**src/rtl/axi_ethernet_v3_01_a_axi2ipic_bridge_pkg.sv**
```systemverilog
// rtl/axi_ethernet_v3_01_a_axi2ipic_bridge_pkg.sv - shared types and constants for the AXI4-Lite to IPIC bridge
package axi_ethernet_v3_01_a_axi2ipic_bridge_pkg;

  // Bridge FSM encoding
  typedef enum logic [2:0] {
    ST_IDLE    = 3'd0,
    ST_WRITE   = 3'd1,
    ST_READ    = 3'd2,
    ST_WR_RESP = 3'd3,
    ST_RD_RESP = 3'd4
  } bridge_state_e;

  // AXI response codes
  localparam logic [1:0] RESP_OKAY   = 2'b00;
  localparam logic [1:0] RESP_SLVERR = 2'b10;

  localparam int DEF_TIMEOUT_CYCLES = 64;

  // Watchdog counter width: enough to hold C_TIMEOUT_CYCLES-1
  function automatic int tmo_cnt_width(input int cycles);
    return (cycles < 2) ? 1 : $clog2(cycles);
  endfunction

endpackage

```
**src/rtl/axi_ethernet_v3_01_a_ipic_watchdog.sv**
```systemverilog
// rtl/axi_ethernet_v3_01_a_ipic_watchdog.sv - cycle counter that flags an IPIC access which was never acknowledged
module axi_ethernet_v3_01_a_ipic_watchdog
  import axi_ethernet_v3_01_a_axi2ipic_bridge_pkg::*;
#(
  parameter int C_TIMEOUT_CYCLES = DEF_TIMEOUT_CYCLES
) (
  input  logic clk_i,
  input  logic rst_n_i,
  input  logic clear_i,
  input  logic enable_i,
  output logic timeout_o
);

  localparam int            CW       = tmo_cnt_width(C_TIMEOUT_CYCLES);
  localparam logic [CW-1:0] CNT_LAST = CW'(C_TIMEOUT_CYCLES - 1);

  logic [CW-1:0] cnt_q;
  logic [CW-1:0] cnt_d;

  // Clear on access start, count while the access is outstanding, saturate at the last value
  always_comb begin
    cnt_d = cnt_q;
    if (clear_i) begin
      cnt_d = '0;
    end else if (enable_i && (cnt_q != CNT_LAST)) begin
      cnt_d = cnt_q + 1'b1;
    end
  end

  // Counter register
  always_ff @(posedge clk_i or negedge rst_n_i) begin
    if (!rst_n_i) begin
      cnt_q <= '0;
    end else begin
      cnt_q <= cnt_d;
    end
  end

  assign timeout_o = enable_i && !clear_i && (cnt_q == CNT_LAST);

endmodule

```
**src/rtl/axi_ethernet_v3_01_a_axi2ipic_bridge.sv**
```systemverilog
// rtl/axi_ethernet_v3_01_a_axi2ipic_bridge.sv - AXI4-Lite slave to IPIC initiator bridge for the TEMAC register space
module axi_ethernet_v3_01_a_axi2ipic_bridge
  import axi_ethernet_v3_01_a_axi2ipic_bridge_pkg::*;
#(
  parameter int C_S_AXI_ADDR_WIDTH = 12,
  parameter int C_TIMEOUT_CYCLES   = DEF_TIMEOUT_CYCLES
) (
  input  logic                          s_axi_aclk,
  input  logic                          s_axi_aresetn,
  input  logic [C_S_AXI_ADDR_WIDTH-1:0] s_axi_awaddr,
  input  logic                          s_axi_awvalid,
  output logic                          s_axi_awready,
  input  logic [31:0]                   s_axi_wdata,
  input  logic [3:0]                    s_axi_wstrb,
  input  logic                          s_axi_wvalid,
  output logic                          s_axi_wready,
  output logic [1:0]                    s_axi_bresp,
  output logic                          s_axi_bvalid,
  input  logic                          s_axi_bready,
  input  logic [C_S_AXI_ADDR_WIDTH-1:0] s_axi_araddr,
  input  logic                          s_axi_arvalid,
  output logic                          s_axi_arready,
  output logic [31:0]                   s_axi_rdata,
  output logic [1:0]                    s_axi_rresp,
  output logic                          s_axi_rvalid,
  input  logic                          s_axi_rready,
  output logic [C_S_AXI_ADDR_WIDTH-1:0] bus2ip_addr,
  output logic [31:0]                   bus2ip_data,
  output logic [3:0]                    bus2ip_be,
  output logic                          bus2ip_rnw,
  output logic                          bus2ip_cs,
  output logic                          bus2ip_rdce,
  output logic                          bus2ip_wrce,
  input  logic                          ip2bus_rdack,
  input  logic                          ip2bus_wrack,
  input  logic                          ip2bus_error,
  input  logic [31:0]                   ip2bus_data
);

  localparam int AW = C_S_AXI_ADDR_WIDTH;

  bridge_state_e   state_q;
  logic            rd_prio_q;   // 1: read wins the next simultaneous request
  logic [AW-1:0]   addr_q;
  logic [31:0]     data_q;
  logic [3:0]      be_q;
  logic            rnw_q;
  logic            cs_q;
  logic            rdce_q;
  logic            wrce_q;
  logic            bvalid_q;
  logic [1:0]      bresp_q;
  logic            rvalid_q;
  logic [1:0]      rresp_q;
  logic [31:0]     rdata_q;

  logic idle;
  logic wr_req;
  logic rd_req;
  logic grant_wr;
  logic grant_rd;
  logic tmo;
  logic wr_done;
  logic rd_done;
  logic unused_addr_lsbs;

  // Only a complete AW+W pair counts as a write request; ties are broken round-robin
  assign idle     = s_axi_aresetn && (state_q == ST_IDLE);
  assign wr_req   = s_axi_awvalid && s_axi_wvalid;
  assign rd_req   = s_axi_arvalid;
  assign grant_wr = idle && wr_req && (!rd_req || !rd_prio_q);
  assign grant_rd = idle && rd_req && (!wr_req || rd_prio_q);

  assign s_axi_awready = grant_wr;
  assign s_axi_wready  = grant_wr;
  assign s_axi_arready = grant_rd;

  // Only the ack matching the access type, or an error, or the watchdog ends an access
  assign wr_done = (state_q == ST_WRITE) && (ip2bus_wrack || ip2bus_error || tmo);
  assign rd_done = (state_q == ST_READ)  && (ip2bus_rdack || ip2bus_error || tmo);

  axi_ethernet_v3_01_a_ipic_watchdog #(
    .C_TIMEOUT_CYCLES (C_TIMEOUT_CYCLES)
  ) u_watchdog (
    .clk_i     (s_axi_aclk),
    .rst_n_i   (s_axi_aresetn),
    .clear_i   (grant_wr || grant_rd),
    .enable_i  ((state_q == ST_WRITE) || (state_q == ST_READ)),
    .timeout_o (tmo)
  );

  // Bridge FSM with registered IPIC strobes and AXI responses
  always_ff @(posedge s_axi_aclk or negedge s_axi_aresetn) begin
    if (!s_axi_aresetn) begin
      state_q   <= ST_IDLE;
      rd_prio_q <= 1'b0;
      addr_q    <= '0;
      data_q    <= '0;
      be_q      <= '0;
      rnw_q     <= 1'b1;
      cs_q      <= 1'b0;
      rdce_q    <= 1'b0;
      wrce_q    <= 1'b0;
      bvalid_q  <= 1'b0;
      bresp_q   <= RESP_OKAY;
      rvalid_q  <= 1'b0;
      rresp_q   <= RESP_OKAY;
      rdata_q   <= '0;
    end else begin
      case (state_q)
        ST_IDLE: begin
          if (grant_wr) begin
            state_q   <= ST_WRITE;
            rd_prio_q <= 1'b1;
            addr_q    <= {s_axi_awaddr[AW-1:2], 2'b00};
            data_q    <= s_axi_wdata;
            be_q      <= s_axi_wstrb;
            rnw_q     <= 1'b0;
            cs_q      <= 1'b1;
            wrce_q    <= 1'b1;
          end else if (grant_rd) begin
            state_q   <= ST_READ;
            rd_prio_q <= 1'b0;
            addr_q    <= {s_axi_araddr[AW-1:2], 2'b00};
            be_q      <= 4'hF;
            rnw_q     <= 1'b1;
            cs_q      <= 1'b1;
            rdce_q    <= 1'b1;
          end
        end
        ST_WRITE: begin
          if (wr_done) begin
            state_q  <= ST_WR_RESP;
            cs_q     <= 1'b0;
            wrce_q   <= 1'b0;
            rnw_q    <= 1'b1;
            bvalid_q <= 1'b1;
            // A forced termination is an error unless the ack landed in the same cycle
            bresp_q  <= (ip2bus_error || (tmo && !ip2bus_wrack)) ? RESP_SLVERR : RESP_OKAY;
          end
        end
        ST_READ: begin
          if (rd_done) begin
            state_q  <= ST_RD_RESP;
            cs_q     <= 1'b0;
            rdce_q   <= 1'b0;
            rvalid_q <= 1'b1;
            rresp_q  <= (ip2bus_error || (tmo && !ip2bus_rdack)) ? RESP_SLVERR : RESP_OKAY;
            rdata_q  <= ip2bus_rdack ? ip2bus_data : 32'h0;
          end
        end
        ST_WR_RESP: begin
          if (s_axi_bready) begin
            state_q  <= ST_IDLE;
            bvalid_q <= 1'b0;
          end
        end
        ST_RD_RESP: begin
          if (s_axi_rready) begin
            state_q  <= ST_IDLE;
            rvalid_q <= 1'b0;
          end
        end
        default: begin
          state_q <= ST_IDLE;
        end
      endcase
    end
  end

  assign s_axi_bvalid = bvalid_q;
  assign s_axi_bresp  = bresp_q;
  assign s_axi_rvalid = rvalid_q;
  assign s_axi_rresp  = rresp_q;
  assign s_axi_rdata  = rdata_q;
  assign bus2ip_addr  = addr_q;
  assign bus2ip_data  = data_q;
  assign bus2ip_be    = be_q;
  assign bus2ip_rnw   = rnw_q;
  assign bus2ip_cs    = cs_q;
  assign bus2ip_rdce  = rdce_q;
  assign bus2ip_wrce  = wrce_q;

  // Byte-lane bits of the AXI addresses are dropped; accesses are word aligned
  assign unused_addr_lsbs = &{1'b0, s_axi_awaddr[1:0], s_axi_araddr[1:0]};

endmodule

```
**config.mk**
```make
export PLATFORM = sky130hd
export DESIGN_NAME = axi_ethernet_v3_01_a_axi2ipic_bridge
export DESIGN_NICKNAME = d
export VERILOG_FILES = /design/src/rtl/axi_ethernet_v3_01_a_axi2ipic_bridge_pkg.sv /design/src/rtl/axi_ethernet_v3_01_a_ipic_watchdog.sv /design/src/rtl/axi_ethernet_v3_01_a_axi2ipic_bridge.sv
export SDC_FILE = /design/constraint.sdc
export NUM_CORES = 1
export LEC_CHECK = 0
export CORE_AREA = 5 5 105 107
export CTS_CLUSTER_DIAMETER = 200
export DETAILED_ROUTE_END_ITERATION = 10
export DIE_AREA = 0 0 110 112
export PLACE_DENSITY = 0.8
export SLEW_MARGIN = 20
export SYNTH_ARGS = -nofsm -noshare
export SYNTH_HDL_FRONTEND = slang
export SYNTH_HIERARCHICAL = 1
export SYNTH_SLANG_ARGS = --single-unit
```
**constraint.sdc**
```tcl
create_clock -name s_axi_aclk -period 2.85 [get_ports s_axi_aclk]
set_input_delay 0.7125 -clock s_axi_aclk [delete_from_list [all_inputs] [get_ports s_axi_aclk]]
set_output_delay 0.7125 -clock s_axi_aclk [all_outputs]
set_load 0.02 [all_outputs]
```
==> impl_results.md, run 1 <==
* Status: complete, no violations
* Grt total ovfl at 0
* Slew Viols, Final at 0
* Fin crit share at 0.975
* Max-Cap Viols at 0
* Nets at 608
* Worst-path clk slew at 90 ps
* Largest net degree at the start of global routing at 56
* Top FF cell, synth: dfrtp_1
* Post-synth cell types at 44
* Worst slew pin tran at between 600 and 700 ps
* Rel. slew slack at 0.544
* Global-route wire length before repair at between 15000 and 20000 um
* Final wirelength at 10600 um
* DRC at 0
* Routability Congestion at roughly 0.77
* PortBufs at roughly 190
* Crit start category: input port
* RSZ-0062 raised after global routing: false
* Post-route ant nets at 0
* Clk_lat worst skew at 350 ps
* Die width at 110 um
* CP Data Arrival Time at about 2100 ps
* Starting DRC count in detailed routing at approximately 110
* Starting density of the core at 0.399
* Hold-fix buffers at CTS at 0
* CTS sink count at 96
* Setup ws final at 72.3 ps
* Routed length per instance at roughly 16 um
* Post-detail-place hpwl at roughly 7900 um
* Endpoint type of the worst setup path: output pin
* Vias at 3194
* EDFF count, synth at 0
* Ys async rst share at 1.00
* CTS buffer count at 9
* Die area at 12300 um^2
* DR vias/cell at 4.94
* Overall Global Routing Usage at 0.177
* Vias in the first global route at 3473
* I/O pins at 195
* P per Cell Area at approximately 1100 nW/um^2
* Dpl ws at -52.6 ps
* Die H at about 110 um
* CTS tree: done
* Commonest non-fill, non-tap cell in the layout: clkdlybuf4s50_1
* P&R area growth vs syn at 56.0%
* Max Freq at 360 MHz
* Critical path fanouts, max at 4
* Synth Register Bits at 96
* Final std cells w/o fill at between 600 and 700
* Critical Path RT at 2140 ps
* Crit path kind: in -> out
* Leak at 2.80 nW
* Ant diodes at 0
* Syn_area_per_cell at around 13 um^2
* Share of cells above drive strength 1 at 0.147
* Setup TNS Final at 0 ps
* Post-synthesis sequential area ratio at 0.600
* DP Cell Count at 630
* Setup Viol. Count Final at 0
* H-Tree Depth at 3
* Total core area at 10000 um^2
* Final Critical Period at 2780 ps
* Postcts setup bufs at 0
* Maximum buffer depth of the clock tree at 2
* VDD IR-drop max at 0.549 mV
* Clock Skews at roughly 11 ps
* Num rows at 37
* Clock root buffer master: clkbuf_8
* Initial antenna violation count at 0
* Mapped Area at 4010 um^2
* 1st-pass router iterations at 6
* HP Class: in -> async
* Ys Warns at 6
* Most frequent cells in the layout: clkdlybuf4s50_1, dfrtp_1, a22o_1
* Hold Violations, Final at 0
* Post-synthesis cell count at 314
## cells in the mapped netlist (2+ instances only)
cell type | n | share of area
mux2_4 | 4 | 0.015
o311ai_1 | 2 | 0.0044
and3_4 | 2 | 0.0056
o21ai_0 | 13 | 0.016
inv_1 | 7 | 0.0066
a22o_1 | 32 | 0.070
dfrtp_1 | 95 | 0.59
or3_1 | 2 | 0.0031
clkbuf_1 | 7 | 0.0066
o21a_1 | 4 | 0.0075
mux2_2 | 28 | 0.079
a21oi_1 | 9 | 0.011
a211oi_2 | 2 | 0.0062
and3_1 | 2 | 0.0031
buf_4 | 6 | 0.011
nor2b_1 | 2 | 0.0031
mux2i_1 | 10 | 0.025
nor3_1 | 5 | 0.0062
buf_2 | 10 | 0.012
nand3_1 | 8 | 0.010
nand2_1 | 23 | 0.022
nor3b_1 | 2 | 0.0037
a31oi_1 | 4 | 0.0062
nand2b_1 | 3 | 0.0047
nor2_1 | 7 | 0.0066
o22a_1 | 7 | 0.015
## registers in the layout, indices dropped and copies added, names as in the netlist, 3 cells and up
signal            count
bus2ip_be             4
state_q               3
u_watchdog/cnt_q      6
s_axi_rdata          32
bus2ip_data          32
bus2ip_addr          10
## repair_timing
action / in CTS / in global routing
setup endpoints to repair: 2 / 1
resized for setup: 2 / 1
endpoints found under the hold margin: 0 / 0
## logic make-up (layout without fill, tap and decap cells)
| logic type | after synthesis | count (layout) | synth area share |
|---|---|---|---|
| buf+inv | 31 | 224 | 0.0397 |
| compound gates | 80 | 80 | 0.153 |
| mux | 42 | 42 | 0.119 |
| simple gates | 63 | 63 | 0.0846 |
| flops | 96 | 96 | 0.600 |
| fa+ha+maj | 1 | 1 | 0.00312 |
| other cells | 1 | 4 | 0.000936 |
## where the power goes
part | total, mW | internal, mW | leakage [nW] | switching (mW)
logic | 3.45 | 1.80 | 1.51 | 1.65
registers | 2.42 | 2.01 | 1.19 | 0.410
clock network | 0.914 | 0.433 | 0.102 | 0.481
total | 6.79 | 4.25 | 2.80 | 2.54
## worst max-delay path, stage by stage
cell and delay (ps):
clkdlybuf4s50_1 520, o211a_1 200, clkdlybuf4s50_1 640
## stage by stage
stage	util	instance area [um^2]	power, mW	hold WS (ps)
3_3_place_gp	0.602	6050	5.84	466
5_1_grt	0.622	6250	7.23	480
4_1_cts	0.622	6250	6.87	461
2_1_floorplan	-	4020	4.23	417
3_5_place_dp	0.602	6050	5.94	472
6_report	0.622	6250	6.79	445
## per-layer routing
layer / GRT usage / routed length (um) / part of all wire
met5: 0 / 0 / 0
met1: 0.216 / 4250 / 0.40
met2: 0.291 / 5300 / 0.50
met3: 0.0632 / 816 / 0.077
met4: 0.0524 / 223 / 0.021
## final timing paths
path | startpoint | endpoint | slack, ps | depth (start not counted)
max | s_axi_arvalid | s_axi_arready | 70 | 3
min | s_axi_aresetn | bus2ip_addr[6] | 450 | 2
max reg2reg | state_q[2] | s_axi_rdata[22] | 710 | 9
min reg2reg | bus2ip_addr[2] | bus2ip_addr[2] | 490 | 2
max in group asynchronous | s_axi_aresetn | state_q[0] | 1300 | 3
min in group s_axi_aclk | bus2ip_addr[2] | bus2ip_addr[2] | 490 | 2
## layout make-up
type	count	area (um^2)
multi-input cells	190	1460
fillers	842	3790
flip-flops and latches	96	2400
well taps	136	170
clock buffers	10	138
inverters	7	26.3
clock inverters	6	68.8
repair buffers	201	1980
(Power assumes the default switching activity.)
==> run 2, diff against run 1 <==
- CTS_CLUSTER_SIZE: default -> 14
- RECOVER_POWER: default -> 50
==> impl_results.md, run 2 (same netlist as run 1, synthesis figures left out) <==
* Routed length per instance at ~16 um
* Post-detail-place hpwl at 7940 um
* I/O pins at just under 200
* Num rows at 37
* Status: complete, no violations
* P per Cell Area at 1070 nW/um^2
* Max-Cap Viols at 0
* Ant diodes at 0
* Crit path capture: s_axi_arready
* DR vias/cell at 4.92
* Maximum buffer depth of the clock tree at 2
* Die H at 112 um
* Hold Violations, Final at 0
* WHS at 485 ps
* Endpoint type of the worst setup path: output pin
* Nets at 608
* Largest net degree at the start of global routing at 56
* Reg-to-Reg Start: state_q[0]
* Clock Skews at 11.3 ps
* Slew Viols, Final at 0
* Pint at 4.16 mW
* 1st-pass router iterations at 6
* CTS buffer count at 9
* CTS tree: done
* Vias in the first global route at ~3.5k
* Clock share of power at 0.137
* Die width at 110 um
* Worst slew pin tran at 1280 ps
* HP Class: reg -> reg
* Clock root buffer master: clkbuf_8
* Max Freq at ~360 MHz
* CTS sink count at 96
* Critical path fanouts, max at 4
* CP Data Arrival Time at 2070 ps
* Comb pwr share at 0.503
* Post-route ant nets at 0
* Crit path kind: in -> out
* Final std cells w/o fill at 646
* Worst-path clk slew at 90 ps
* Final Critical Period at 2780 ps
* Starting density of the core at 0.399
* Most frequent cells in the layout: clkdlybuf4s50_1, dfrtp_1, dlygate4sd3_1
* Global-route wire length before repair at 17200 um
* Critical Path RT at approximately 2100 ps
* Starting DRC count in detailed routing at 118
* Sw frac at 0.378
* Clk_lat worst skew at 350 ps
* Die area at 12300 um^2
* Psw at 2.53 mW
* CP startpoint: s_axi_arvalid
* Rel. slew slack at 0.149
* Setup TNS Final at 0 ps
* Overall Global Routing Usage at 0.177
* P&R area growth vs syn at 55.7%
* R2R cell count at 4
* DRC at 0
* Crit start category: input port
* Share of cells above drive strength 1 at 0.143
* Worst R2R Setup Slack at 540 ps
* Sequential power share at 0.361
* Final wirelength at between 10000 and 15000 um
* Total core area at 10000 um^2
* Reg2reg end: bus2ip_data[11]
* Leak at 2.82 nW
* RSZ-0062 raised after global routing: false
* PortBufs at 186
* Routability Congestion at 0.774
* VDD IR-drop max at 0.526 mV
* DP Cell Count at 630
* Initial antenna violation count at 0
* Commonest non-fill, non-tap cell in the layout: clkdlybuf4s50_1
* Grt total ovfl at 0
* Fin crit share at 0.975
* H-Tree Depth at 3
* Vias at approximately 3.2k
* Setup Viol. Count Final at 0
[run 2: cell types whose count changed in the layout (fill, tap and decap cells not counted), sizes merged]
cell,delta
clkdlybuf4s50,-34
dlygate4sd3,+34
buf,-6
clkbuf,+6
[run 2: worst min path at each step]
stage,depth (start not counted),endpoint,start
final,2,bus2ip_addr[4],bus2ip_addr[4]
after floorplan,0,bus2ip_addr[10],s_axi_aresetn
after CTS,2,s_axi_rdata[17],s_axi_aresetn
after global routing,1,bus2ip_be[0],bus2ip_be[0]
after detailed placement,2,bus2ip_addr[4],bus2ip_addr[4]
after global placement,2,bus2ip_addr[8],bus2ip_addr[8]
[run 2: cell type report]
class	instances	area (um^2)
Fill cell	841	3810
Sequential cell	96	2400
Timing Repair Buffer	201	1970
Multi-Input combinational cell	190	1460
Tap cell	136	170
Clock buffer	10	138
Clock inverter	6	68.8
Inverter	7	26.3
[run 2: through the flow]
stage,area [um^2],power [mW],util,setup WS (ps)
global placement,6050,5.84,0.602,-48.2
detailed placement,6050,5.94,0.602,-52.6
finish,6240,6.69,0.621,71.5
floorplan,4020,4.23,-,178
global route,6240,7.13,0.621,12.1
CTS,6250,6.87,0.622,42.9
[run 2: power groups by stage]
stage               Sequential (mW)  Combinational [mW]  Clock, mW
floorplan                      3.10                1.12          0
global placement               2.42                3.42          0
global route                   2.51                3.62      0.998
detailed placement             2.43                3.50          0
CTS                            2.43                3.51      0.940
finish                         2.41                3.36      0.913
[run 2: what timing repair did]
item                       in CTS  in global routing
pin swaps                       0                  0
buffers inserted                0                  0
setup endpoints to repair       2                  1
gates resized for setup         2                  1
hold buffers                    0                  0
[run 2: worst max-delay path, cell delays in order]
cell and delay, ps:
clkdlybuf4s50_1 520, o211a_1 200, clkdlybuf4s50_1 630
[run 2: layer usage]
metal | part of all wire | track usage | routed length, um
met1 | 0.40 | 0.216 | 4200
met2 | 0.50 | 0.291 | 5310
met3 | 0.077 | 0.0632 | 815
met4 | 0.020 | 0.0524 | 208
met5 | 0 | 0 | 0
